===== src/rtl/operand_loader.sv =====
// Operand loader: synchronises and debounces the load button, then captures x and y
// from the switches and enables the comparators. Debounce is built when LOADER_DEBOUNCE_EN is defined.
module operand_loader #(
    parameter int WIDTH           = 4,
    parameter int DEBOUNCE_CYCLES = 16
) (
    input  logic             clk,
    input  logic             rst_n,
    input  logic [WIDTH-1:0] sw_in,
    input  logic             btn_load,
    input  logic             clr,
    output logic [WIDTH-1:0] x_out,
    output logic [WIDTH-1:0] y_out,
    output logic             en_out,
    output logic [1:0]       state_out
);

    typedef enum logic [1:0] {
        ST_WAIT_X = 2'b00,
        ST_WAIT_Y = 2'b01,
        ST_VALID  = 2'b10,
        ST_UNUSED = 2'b11
    } state_t;

    if (DEBOUNCE_CYCLES < 1) begin : g_bad_debounce
        $error("DEBOUNCE_CYCLES must be at least 1");
    end

    logic r_sync1;
    logic r_sync2;
    logic r_db_d;
    logic w_db;
    logic w_load;

    // NOTE: sequential state uses non-blocking assignments so every flop samples pre-edge values.
    always_ff @(posedge clk or negedge rst_n) begin
        if (!rst_n) begin
            r_sync1 <= 1'b0;
            r_sync2 <= 1'b0;
            r_db_d  <= 1'b0;
        end else begin
            r_sync1 <= btn_load;
            r_sync2 <= r_sync1;
            r_db_d  <= w_db;
        end
    end

`ifdef LOADER_DEBOUNCE_EN
    localparam int CNT_W = $clog2(DEBOUNCE_CYCLES + 1);

    logic             r_db;
    logic [CNT_W-1:0] r_cnt;

    // The level is accepted on the DEBOUNCE_CYCLES-th consecutive differing sample.
    always_ff @(posedge clk or negedge rst_n) begin
        if (!rst_n) begin
            r_db  <= 1'b0;
            r_cnt <= '0;
        end else if (r_sync2 == r_db) begin
            r_cnt <= '0;
        end else if (r_cnt == CNT_W'(DEBOUNCE_CYCLES - 1)) begin
            r_db  <= r_sync2;
            r_cnt <= '0;
        end else begin
            r_cnt <= r_cnt + CNT_W'(1);
        end
    end

    assign w_db = r_db;
`else
    assign w_db = r_sync2;
`endif

    assign w_load = w_db & ~r_db_d;

    state_t           r_state;
    state_t           w_state_nxt;
    logic [WIDTH-1:0] r_x;
    logic [WIDTH-1:0] r_y;
    logic [WIDTH-1:0] w_x_nxt;
    logic [WIDTH-1:0] w_y_nxt;
    logic             r_en;
    logic             w_en_nxt;

    always_ff @(posedge clk or negedge rst_n) begin
        if (!rst_n) begin
            r_state <= ST_WAIT_X;
            r_x     <= '0;
            r_y     <= '0;
            r_en    <= 1'b0;
        end else begin
            r_state <= w_state_nxt;
            r_x     <= w_x_nxt;
            r_y     <= w_y_nxt;
            r_en    <= w_en_nxt;
        end
    end

    // NOTE: every next-state signal gets a hold default first, so no latch can be inferred.
    always_comb begin
        w_state_nxt = r_state;
        w_x_nxt     = r_x;
        w_y_nxt     = r_y;
        w_en_nxt    = r_en;
        // clr beats a coincident load; the illegal encoding recovers the same way.
        if (clr || r_state == ST_UNUSED) begin
            w_state_nxt = ST_WAIT_X;
            w_x_nxt     = '0;
            w_y_nxt     = '0;
            w_en_nxt    = 1'b0;
        end else if (w_load) begin
            case (r_state)
                ST_WAIT_X: begin
                    w_x_nxt     = sw_in;
                    w_state_nxt = ST_WAIT_Y;
                end
                ST_WAIT_Y: begin
                    w_y_nxt     = sw_in;
                    w_en_nxt    = 1'b1;
                    w_state_nxt = ST_VALID;
                end
                ST_VALID: begin
                    w_x_nxt     = sw_in;
                    w_en_nxt    = 1'b0;
                    w_state_nxt = ST_WAIT_Y;
                end
                default: w_state_nxt = ST_WAIT_X;
            endcase
        end
    end

    assign x_out     = r_x;
    assign y_out     = r_y;
    assign en_out    = r_en;
    assign state_out = r_state;

endmodule


===== config.mk =====
export PLATFORM = sky130hd
export DESIGN_NAME = operand_loader
export DESIGN_NICKNAME = d
export VERILOG_FILES = /design/src/rtl/operand_loader.sv
export SDC_FILE = /design/constraint.sdc
export NUM_CORES = 1
export LEC_CHECK = 0
export CAP_MARGIN = 0
export CORE_MARGIN = 1.5
export CORE_UTILIZATION = 35
export CTS_BUF_LIST = sky130_fd_sc_hd__clkbuf_8
export DETAILED_ROUTE_END_ITERATION = 12
export PLACE_DENSITY = 0.69
export SKIP_LAST_GASP = 1
export SLEW_MARGIN = 30
export SYNTH_ARGS = -nofsm -noshare
export SYNTH_HDL_FRONTEND = slang
export SYNTH_SLANG_ARGS = --single-unit

===== constraint.sdc =====
create_clock -name clk -period 2.26 [get_ports clk]
set_input_delay 0.339 -clock clk [delete_from_list [all_inputs] [get_ports clk]]
set_output_delay 0.339 -clock clk [all_outputs]
set_load 0.05 [all_outputs]

After elaboration in Yosys (flattened, before gate mapping). Cells that the tools add are included. Widths: inputs -> output; s select.

Register bits: 14. Bits of input ports: 8. Output and inout port bits: 11. Word-level logic and storage cells: 34.

Equal/unequal tests: 3. Mux-type cells: 12. Bitwise gates (word level): 2. Reductions and logical operators: 10.

Operator list (number): $mux 4 (6); $reduce_and 2->1 (3); $reduce_bool 2->1 (3); $eq 2x2->1 const B (2); $mux 2 (2); $pmux 2 s2 (1); $reduce_bool 3->1 (1); $eq 2x1->1 const B (1); $logic_not 2->1 (1); $mux 1 (2); $pmux 1 s2 (1); $reduce_or 2->1 (1); $and 1x1->1 (1); $logic_or 1x1->1 (1); $not 1->1 (1).

Logic depth before layout (Yosys ltp).
Word-level depth: 5. Gate-level depth with buffers: 4. Mapped depth without buffers: 3.

Worst setup path after synthesis. No wires, ideal clock.

Kind: register -> register. Start: reg r_state[1], in the netlist state_out[1]. End: reg r_y[0], in the netlist y_out[0]. Library setup time: 0.120 ns. Arrival time: 1.229 ns. Required time: 2.140 ns. Slack: 0.911 ns. Cell stages (with the launch flop): 5. Buffers on the path: 1. Clock period less this slack: 1.349 ns. Path through: dfrtp_1 > nand4bb_1 > buf_6 > mux2i_1 > nor2_1.

Cells in the longest elaborated chain, start to end: 4. Elaborated cells on any way between the ends: 7. Classes of those cells: eq/ne (2); mux (1); reduce/logical (4).

RTL lines: start, declared (RTL line 76) `state_t r_state;`; start signal, assigned (RTL line 92) `r_state <= w_state_nxt;`; $eq 2x2->1 (RTL line 106) `if (clr || r_state == ST_UNUSED) begin`; $logic_or 1x1->1 (RTL line 106); $reduce_bool 2->1 (no source line); $reduce_and 2->1 (no source line); end signal, assigned (RTL line 94) `r_y <= w_y_nxt;`; end, declared (RTL line 79) `logic [WIDTH-1:0] r_y;`.

Parallel ways exist; a longest one is shown, timed or not. A chain may end at the register's enable or synchronous reset.

Worst setup path in the final report.
Start: reg r_state[0], in the netlist state_out[0]. End: out state_out[0].

RTL lines: end, declared (RTL line 15) `output logic [1:0] state_out`.

No word-level cell between the ends.

==> results.sh <==
export IMPL_fill_cells=148
export IMPL_synth_warning_count=0
export IMPL_synth_sequential_area_ratio_pct=59.8
export IMPL_post_synth_instance_area_um2=586
export IMPL_result_of_the_run="finished clean"
export IMPL_timing_slew_headroom_pct=58.7
export IMPL_routed_wl_um=1200
export IMPL_globalRouteOverflowTotal=0
export IMPL_vias=433
export IMPL_worst_path_max_delay_cell="clkdlybuf4s50_1"
export IMPL_setup_worst_path_end_class="output pin"
export IMPL_area_sequential_um2=350
export IMPL_detail_route_wl_per_cell_um=14.0
export IMPL_numClockSinks=14
export IMPL_crit_chain="clkdlybuf4s50_1"
export IMPL_worstPathRequired_ns=1.92
export IMPL_antenna_viol_nets_final=0
export IMPL_design_die_area_um2=1930
export IMPL_worst_setup_path_type="flip-flop to output pin"
export IMPL_postSynthRegisterBits=14
export IMPL_place_area_um2=763
export IMPL_ctsLongestPathBuffers=2
export IMPL_path_class_of_the_lowest_slack_min_delay_path="flip-flop to flip-flop"
export IMPL_remaining_drc_errors=0
export IMPL_timing_critical_path_slowest_cell_delay_ns=0.88
export IMPL_first_global_vias=445
export IMPL_cellPowerDensity_nw_per_um2=740
export IMPL_maxCapViolCount=0
export IMPL_start_util_pct=38.0
export IMPL_clockRootBuffer="clkbuf_8"
export IMPL_post_route_min_period_ns=2.04
export IMPL_worst_path_buf_inv=1
export IMPL_final_design_area_no_fill_um2=818
export IMPL_critical_path_top_delay_family="buffers and inverters"
export IMPL_postCtsResizedCells=0
export IMPL_globalRouteTotalUtil_pct=15.9
export IMPL_layout_drive_gt1_share_pct=10.0
export IMPL_std_cell_rows=14
export IMPL_finalCritPeriodShare_pct=90.4
export IMPL_floorplan_core_area_um2=1540
export IMPL_antenna_cells=0
export IMPL_area_of_the_multi_input_gates_um2=213
export IMPL_synthesis_area_per_instance_um2=11.7
export IMPL_ir_worst_vdd_v=0.000638
export IMPL_die_y_um=43.9
export IMPL_timing_max_transition_violations_final=0
export IMPL_worstSkewPairLatency_ns=0.25
export IMPL_power_leakage_nw=0.359
export IMPL_die_w_um=43.9
export IMPL_syn_nets=58
export IMPL_cts_hold_buf=0
export IMPL_grt_start_max_net_pins=15
export IMPL_netlist_instances=50
export IMPL_setup_violation_total_in_the_final_timing_report=0
export IMPL_cts_setup_buffers=0
export IMPL_cts_tree="done"
export IMPL_area_growth_synth_to_final_pct=39.7
export IMPL_max_freq_mhz=490
export IMPL_setup_worst_path_start_class="flip-flop"
export IMPL_final_nets=79
export IMPL_viasPerCell=5.03
export IMPL_cts_made_buffers=3
export IMPL_worstMarginPinSlew_ns=0.618
export IMPL_grt_first_pass_wirelength_um=2080
export IMPL_design_portCount=19
export IMPL_path_clk_slew_ns=0.06
export IMPL_ys_types=16
export IMPL_final_setup_skew_ns=0.00182
export IMPL_htree_levels=1
export IMPL_arrival_ns=1.70
export IMPL_critPathMaxFanout=12
export IMPL_drt_first_pass_iters=3
export IMPL_starting_drt_drc_count=4
export IMPL_port_buffers=18
export IMPL_tns_ns=0
export IMPL_number_of_antenna_violations_at_the_first_check_in_global_routing=0
export IMPL_report_final_hold_viol_count=0
export IMPL_replace_congestion=0.669
export IMPL_setup_repair_after_global_routing_missed_its_margin="false"
export IMPL_hpwl_um=832
cell type report:
class / count / area share, %
sequential: 14 / 42.8
tap: 16 / 2.45
multi-input combinational: 34 / 26.0
timing repair buffer: 18 / 22.0
clock buffer: 4 / 6.73
sequential cells by signal (all words and copies together) (netlist names):
register	cells
en_out	1
r_db_d	1
r_sync1	1
r_sync2	1
state_out	2
x_out	4
y_out	4
cell families after synthesis:
family / count (synthesis) / share of synthesized area, %
muxes: 3 / 5.13
buffers and inverters: 2 / 3.85
AOI/OAI and AO/OA: 14 / 12.8
DFF: 14 / 59.8
and+or+nand+nor: 17 / 18.4
where the power goes:
group / switching, W / internal (W) / total, W
clock network: 0.0000928 / 0.000155 / 0.000247
registers: 0.0000109 / 0.000261 / 0.000272
logic: 0.0000509 / 0.0000351 / 0.0000860
total: 0.000155 / 0.000451 / 0.000605
metrics by stage:
step	hold WS (ns)	cells	utilization [%]	power [W]	setup slack, ns
after floorplan	0.0434	50	-	0.000326	0.911
after global placement	0.333	82	49.5	0.000362	0.513
after detailed placement	0.360	82	49.5	0.000363	0.492
after CTS	0.373	86	53.1	0.000612	0.220
after global routing	0.381	86	53.1	0.000633	0.159
final	0.363	86	53.1	0.000605	0.218
cells in the final DEF (no fill, tap or decap), drive strengths merged:
| master | synthesis | final |
|---|---|---|
| a21o | 1 | 1 |
| nand3b | 2 | 2 |
| a31oi | 1 | 1 |
| nand2 | 4 | 4 |
| o21ai | 5 | 5 |
| clkdlybuf4s50 | 0 | 18 |
| nand2b | 3 | 3 |
| mux2i | 3 | 3 |
| a21oi | 7 | 7 |
| clkbuf | 0 | 4 |
| nor3b | 1 | 1 |
| dfrtp | 14 | 14 |
| nand3 | 1 | 1 |
| nor2 | 4 | 4 |
| nand4bb | 1 | 1 |
| nor2b | 1 | 1 |
metal layers:
layer  vias up  track usage, %  routed length [um]
met5         -               0                   0
met4         0            8.48                  15
met3         2            8.33                  94
met2        16            21.2                 545
met1       202            20.7                 546
li1        213               -                   -
worst register-to-register path, stage by stage, from the launching register on:
cell       delay (ns)
dfrtp_1          0.57
nand4bb_1        0.42
mux2i_1          0.27
nor2_1           0.06
worst paths after layout:
kind | startpoint | to | slack [ns] | cells after the start
min | r_sync1$_DFF_PN0_ | r_sync2$_DFF_PN0_ | 0.36 | 0
max in group asynchronous | rst_n | y_out[1]$_DFFE_PN0P_ | 1.39 | 1
min reg2reg | r_sync1$_DFF_PN0_ | r_sync2$_DFF_PN0_ | 0.36 | 0
max | state_out[0]$_DFFE_PN0P_ | state_out[0] | 0.22 | 1
min in group asynchronous | rst_n | r_db_d$_DFF_PN0_ | 0.48 | 1
max reg2reg | state_out[0]$_DFFE_PN0P_ | y_out[3]$_DFFE_PN0P_ | 0.84 | 3
cell usage after synthesis:
| master | n | area [um^2] |
|---|---|---|
| nor2_1 | 4 | 15.0 |
| nand4bb_1 | 1 | 11.3 |
| o21ai_1 | 5 | 25.0 |
| nand2b_2 | 1 | 8.76 |
| nand2b_1 | 2 | 12.5 |
| a31oi_1 | 1 | 6.26 |
| mux2i_1 | 3 | 30.0 |
| nor2b_1 | 1 | 6.26 |
| nor3b_4 | 1 | 18.8 |
| dfrtp_1 | 14 | 350 |
| nand3b_1 | 2 | 15.0 |
| buf_6 | 2 | 22.5 |
| nand2_1 | 4 | 15.0 |
| a21o_2 | 1 | 8.76 |
| a21oi_1 | 7 | 35.0 |
| nand3_1 | 1 | 5.00 |
No activity file was read; power rests on OpenSTA's default activity.
==> RTL edit 1: new RTL, same flow settings <==
Change the parameter `WIDTH` from 4 to 6.
--- a/src/rtl/operand_loader.sv
+++ b/src/rtl/operand_loader.sv
@@ -2,5 +2,5 @@
 // from the switches and enables the comparators. Debounce is built when LOADER_DEBOUNCE_EN is defined.
 module operand_loader #(
-    parameter int WIDTH           = 4,
+    parameter int WIDTH           = 6,
     parameter int DEBOUNCE_CYCLES = 16
 ) (
Interface: changed (resized sw_in, x_out and y_out); port bits go from 19 to 25. The function was not compared with the original's and may differ.
==> RTL edit 1 against the original RTL <==
- final area rose by 38%
- routed wire length rose by 28%
- sequential cell count rose by 4
- total power rose by 13%
- sequential power rose by 26%
- synthesized area rose by 39%
- setup slack improved by 0.12 ns
- count of clock-buffer cells in the layout fell by 1
- largest power group unchanged
- highest routed layer unchanged
==> RTL edit 1: results (changes against the original RTL) <==
| Metric | Value |
|---|---|
| Setup Buffers After CTS | `0 (unchanged)` |
| Grt met1 use | `19.85% (-0.90 points)` |
| Clock Path Buffers | `2 (unchanged)` |
| Vias in the first global route | `568 (+28%)` |
| Status | `complete, no violations` |
| Adder and majority gate portion of the synthesized area | `0% (unchanged)` |
| Synth unique cells | `19 (+3)` |
| Worst Tran Pin Value | `0.5181 ns (-0.09989 ns)` |
| Nets | `103 (+30%)` |
| R2R cell count | `3 (unchanged)` |
| Slowest stage delay, CP | `0.86 ns (-0.02 ns)` |
| Hold Path Depth | `0 (unchanged)` |
| Post-DP HPWL | `1.123 mm (+35%)` |
| Routability congestion estimate | `0.6529 (-2.4%)` |
| CTS H-tree depth | `1 (unchanged)` |
| Final setup viols | `0 (unchanged)` |
| Worst VDD drop | `0.3451 mV (-46%)` |
| Global-route wire length before repair | `2.691 mm (+29%)` |
| Met3 Use GR | `4.094% (-4.2 points)` |
| Initial DRC Count | `12 (+8)` |
| CTS Buf Count | `3 (unchanged)` |
| Comb pwr | `0.122 mW (+42%)` |
| # port buffers | `24 (+6)` |
| Antenna violations before repair | `0 (unchanged)` |
| Seq/Total Area, Yosys | `55.21% (-4.6 points)` |
| Mux share of post-synthesis cell area | `1.840% (-3.3 points)` |
| Share of layout cells above drive strength 1 | `15.38% (+5.4 points)` |
| Fill cells | `221 (+49%)` |
| Clk pwr share | `31.7% (-9.2 points)` |
| Clock skew | `0.006120 ns (+0.004298 ns)` |
| DR WL met2 | `655 um (+20%)` |
| Met1 wire length | `775 um (+42%)` |
| Detailed Route WL | `1.537 mm (+28%)` |
| Routed length on met3 | `100 um (+6.4%)` |
| Crit path DAT | `1.59 ns (-0.11 ns)` |
| Worst hold path class | `reg2reg` |
| Synth top cells by count | `18 x dfrtp_1, 7 x inv_1, 7 x nor2b_1` |
| First-pass DRT Iterations | `4 (+1)` |
| Area after DPL | `1086 sq um (+42%)` |
| Clock group | `0.216 mW (-13%)` |
| Syn nets | `75 (+29%)` |
| N_diodes | `0 (unchanged)` |
| Warning count from the yosys run | `0 (unchanged)` |
| Static Leak | `0.4707 nW (+31%)` |
| Largest cells by area after synthesis | `dfrtp_1 55%, o32ai_2 12%, a32o_1 7.4%` |
| Total track usage | `13.60% (-2.3 points)` |
| Internal | `0.5027 mW (+12%)` |
| Asr flop ratio synth | `100.0% (unchanged)` |
| Compound-gate portion of the synthesized area | `23.01% (+10 points)` |
| Largest net degree at the start of global routing | `19 (+4)` |
| M2 GR Usage | `19.48% (-1.7 points)` |
| CP Max Fanout | `8 (-4)` |
| Vias | `580 (+34%)` |
RTL edit 1: path summary, 6_finish.rpt:
kind | startpoint | end | slack, ns
max in group asynchronous | rst_n | state_out[1] | 1.65
min reg2reg | r_sync1 | r_sync2 | 0.35
max | state_out[0] | state_out[0] | 0.33
max reg2reg | r_sync2 | y_out[5] | 1.06
min | r_sync1 | r_sync2 | 0.35
min in group asynchronous | rst_n | y_out[4] | 0.41
RTL edit 1: cell type report:
type	count	area, sq um	share of cell area [%]
clock buffer	3	41.29	3.663
inverter	7	26.28	2.331
multi-input combinational	37	319.1	28.30
sequential	18	450.4	39.96
tap	28	35.03	3.108
timing repair buffer	26	255.2	22.64
RTL edit 1: metrics by stage:
step           setup slack [ns]  std cells
2_1_floorplan            0.8811         65
3_3_place_gp             0.6263        116
3_5_place_dp             0.6015        116
4_1_cts                  0.3261        119
5_1_grt                  0.2853        119
6_report                 0.3348        119
==> RTL edit 2: new RTL, config.mk and constraints unchanged <==
Made on the original files. Put one more register stage on the output `state_out`, with the module's reset. The value now appears one clock later. The other outputs are not delayed to match.
--- a/src/rtl/operand_loader.sv
+++ b/src/rtl/operand_loader.sv
@@ -133,5 +133,11 @@
     assign y_out     = r_y;
     assign en_out    = r_en;
-    assign state_out = r_state;
+    always_ff @(posedge clk or negedge rst_n) begin
+        if (!rst_n) begin
+            state_out <= '0;
+        end else begin
+            state_out <= r_state;
+        end
+    end
 
 endmodule
Check against the original RTL: not equivalent (a bounded check fails within 4 cycles, from zero or initial values and one cycle with rst_n low).
==> RTL edit 2 against the original RTL <==
- total power decreased by 0.95%
- clock power shrank 15%
- sequential cell count is 2 higher
- first-iteration DRC count decreased by 75%
- setup slack better by 0.29 ns
- clock skew hardly changed
- synthesized area is 6.4% higher
- fmax up 17%
- synthesized cell count is 4.0% higher
- routed wire length is 6.2% lower
- final area is 3.1% higher
- critical path type unchanged
- critical endpoint is now en_out
==> RTL edit 2: results (changes against the original RTL) <==
| Metric | Value |
|---|---|
| Status | `complete, no violations` |
| Slowest stage delay, CP | `0.81 ns (-0.07 ns)` |
| DR WL met2 | `530 um (-2.8%)` |
| Nets | `81 (+2.5%)` |
| Reg-to-reg critical path startpoint | `r_state[0]` |
| CP Max Fanout | `3 (-9)` |
| Reg-to-reg slack, setup | `0.88 ns (+0.04 ns)` |
| Detailed Route WL | `1.126 mm (-6.2%)` |
| Largest net degree at the start of global routing | `17 (+2)` |
| Placed insts | `85 (+3.7%)` |
| Vias in the first global route | `410 (-7.9%)` |
| Synth top cells by count | `16 x dfrtp_1, 7 x a21oi_1, 6 x nor2_1` |
| M2 GR Usage | `18.29% (-2.9 points)` |
| Vias | `449 (+3.7%)` |
| Share of layout cells above drive strength 1 | `5.634% (-4.4 points)` |
| Static Leak | `0.3629 nW (+1.0%)` |
| Routed length on met3 | `40 um (-57%)` |
| Seq/Total Area, Yosys | `64.26% (+4.4 points)` |
| Final non-clock buffer share | `21.37% (-0.65 points)` |
| Hold path start | `r_sync1` |
| Initial DRC Count | `1 (-3)` |
| Worst VDD drop | `0.3732 mV (-42%)` |
| Grt met1 use | `17.78% (-3.0 points)` |
| Met1 wire length | `528 um (-3.3%)` |
| Non-CTS inverters | `1 (+1)` |
| Multi-Input Combinational | `33 (-2.9%)` |
| Post-DP HPWL | `796.5 um (-4.3%)` |
| Met3 Use GR | `3.600% (-4.7 points)` |
| Total track usage | `13.41% (-2.5 points)` |
| Global-route wire length before repair | `1.883 mm (-9.6%)` |
| Synth Area per Inst | `11.98 sq um (+2.3%)` |
| Reg2reg end | `y_out[2]` |
| Synth unique cells | `14 (-2)` |
| Clock skew | `0.002042 ns (+0.0002205 ns)` |
| Clock Path Buffers | `2 (unchanged)` |
| Hold endpoint | `r_sync2` |
| Routability congestion estimate | `0.6747 (+0.87%)` |
| FFs & Latches | `16 (+2)` |
| Crit path DAT | `1.41 ns (-0.29 ns)` |
| Worst-skew pair later-pin latency | `0.25 ns (about the same)` |
| Worst Tran Pin Value | `0.6815 ns (+0.06345 ns)` |
| Vias per cell | `5.102 (+1.3%)` |
| Multi-input logic area | `196.4 sq um (-7.6%)` |
| Fill cells | `168 (+14%)` |
| Setup Buffers After CTS | `0 (unchanged)` |
| Sequential share of cell area | `47.48% (+4.7 points)` |
| Largest cells by area after synthesis | `dfrtp_1 64%, mux2i_1 6.4%, a21oi_1 5.6%` |
| Syn nets | `60 (+3.4%)` |
| CLK BUF | `3 (-1)` |
| Clk cell area share | `4.896% (-1.8 points)` |
==> RTL edit 2: cell count changes after synthesis, moves of 2 or more <==
| cell | before | now |
|---|---|---|
| nor2_1 | 4 | 6 |
| o21ai_0 | 0 | 4 |
| nand3b_1 | 2 | 0 |
| dfrtp_1 | 14 | 16 |
| o21ai_1 | 5 | 0 |
==> RTL edit 2: where the power goes <==
group / internal, mW / switching, mW / total [mW]
Combinational: 0.0328 / 0.0502 / 0.0831
Sequential: 0.298 / 0.00875 / 0.307
Clock: 0.118 / 0.0914 / 0.209
Total: 0.449 / 0.150 / 0.600
==> RTL edit 2: how the worst max path moves through the flow <==
stage | startpoint | to | slack [ns]
after CTS | en_out | en_out | 0.50
after floorplan | r_state[0] | en_out | 1.12
after global placement | en_out | en_out | 0.78
final | en_out | en_out | 0.51
after detailed placement | en_out | en_out | 0.77
after global routing | en_out | en_out | 0.47
==> RTL edit 2: through the flow <==
| step | hold WS, ns | area (sq um) | util, % | power [mW] | setup WS (ns) |
|---|---|---|---|---|---|
| 4_1_cts | 0.3514 | 843.3 | 49.93 | 0.6107 | 0.5009 |
| 2_1_floorplan | 0.04341 | 623.1 | - | 0.3600 | 1.120 |
| 3_3_place_gp | 0.3339 | 802.0 | 47.48 | 0.3957 | 0.7831 |
| 6_report | 0.3479 | 843.3 | 49.93 | 0.5996 | 0.5109 |
| 5_1_grt | 0.3655 | 843.3 | 49.93 | 0.6210 | 0.4663 |
| 3_5_place_dp | 0.3373 | 802.0 | 47.48 | 0.3966 | 0.7748 |
==> RTL edit 2: kinds of logic after synthesis <==
group           synth area share [%]
mux                            6.426
buf+inv                        4.216
flops                          64.26
compound gates                 11.04
simple gates                   14.05
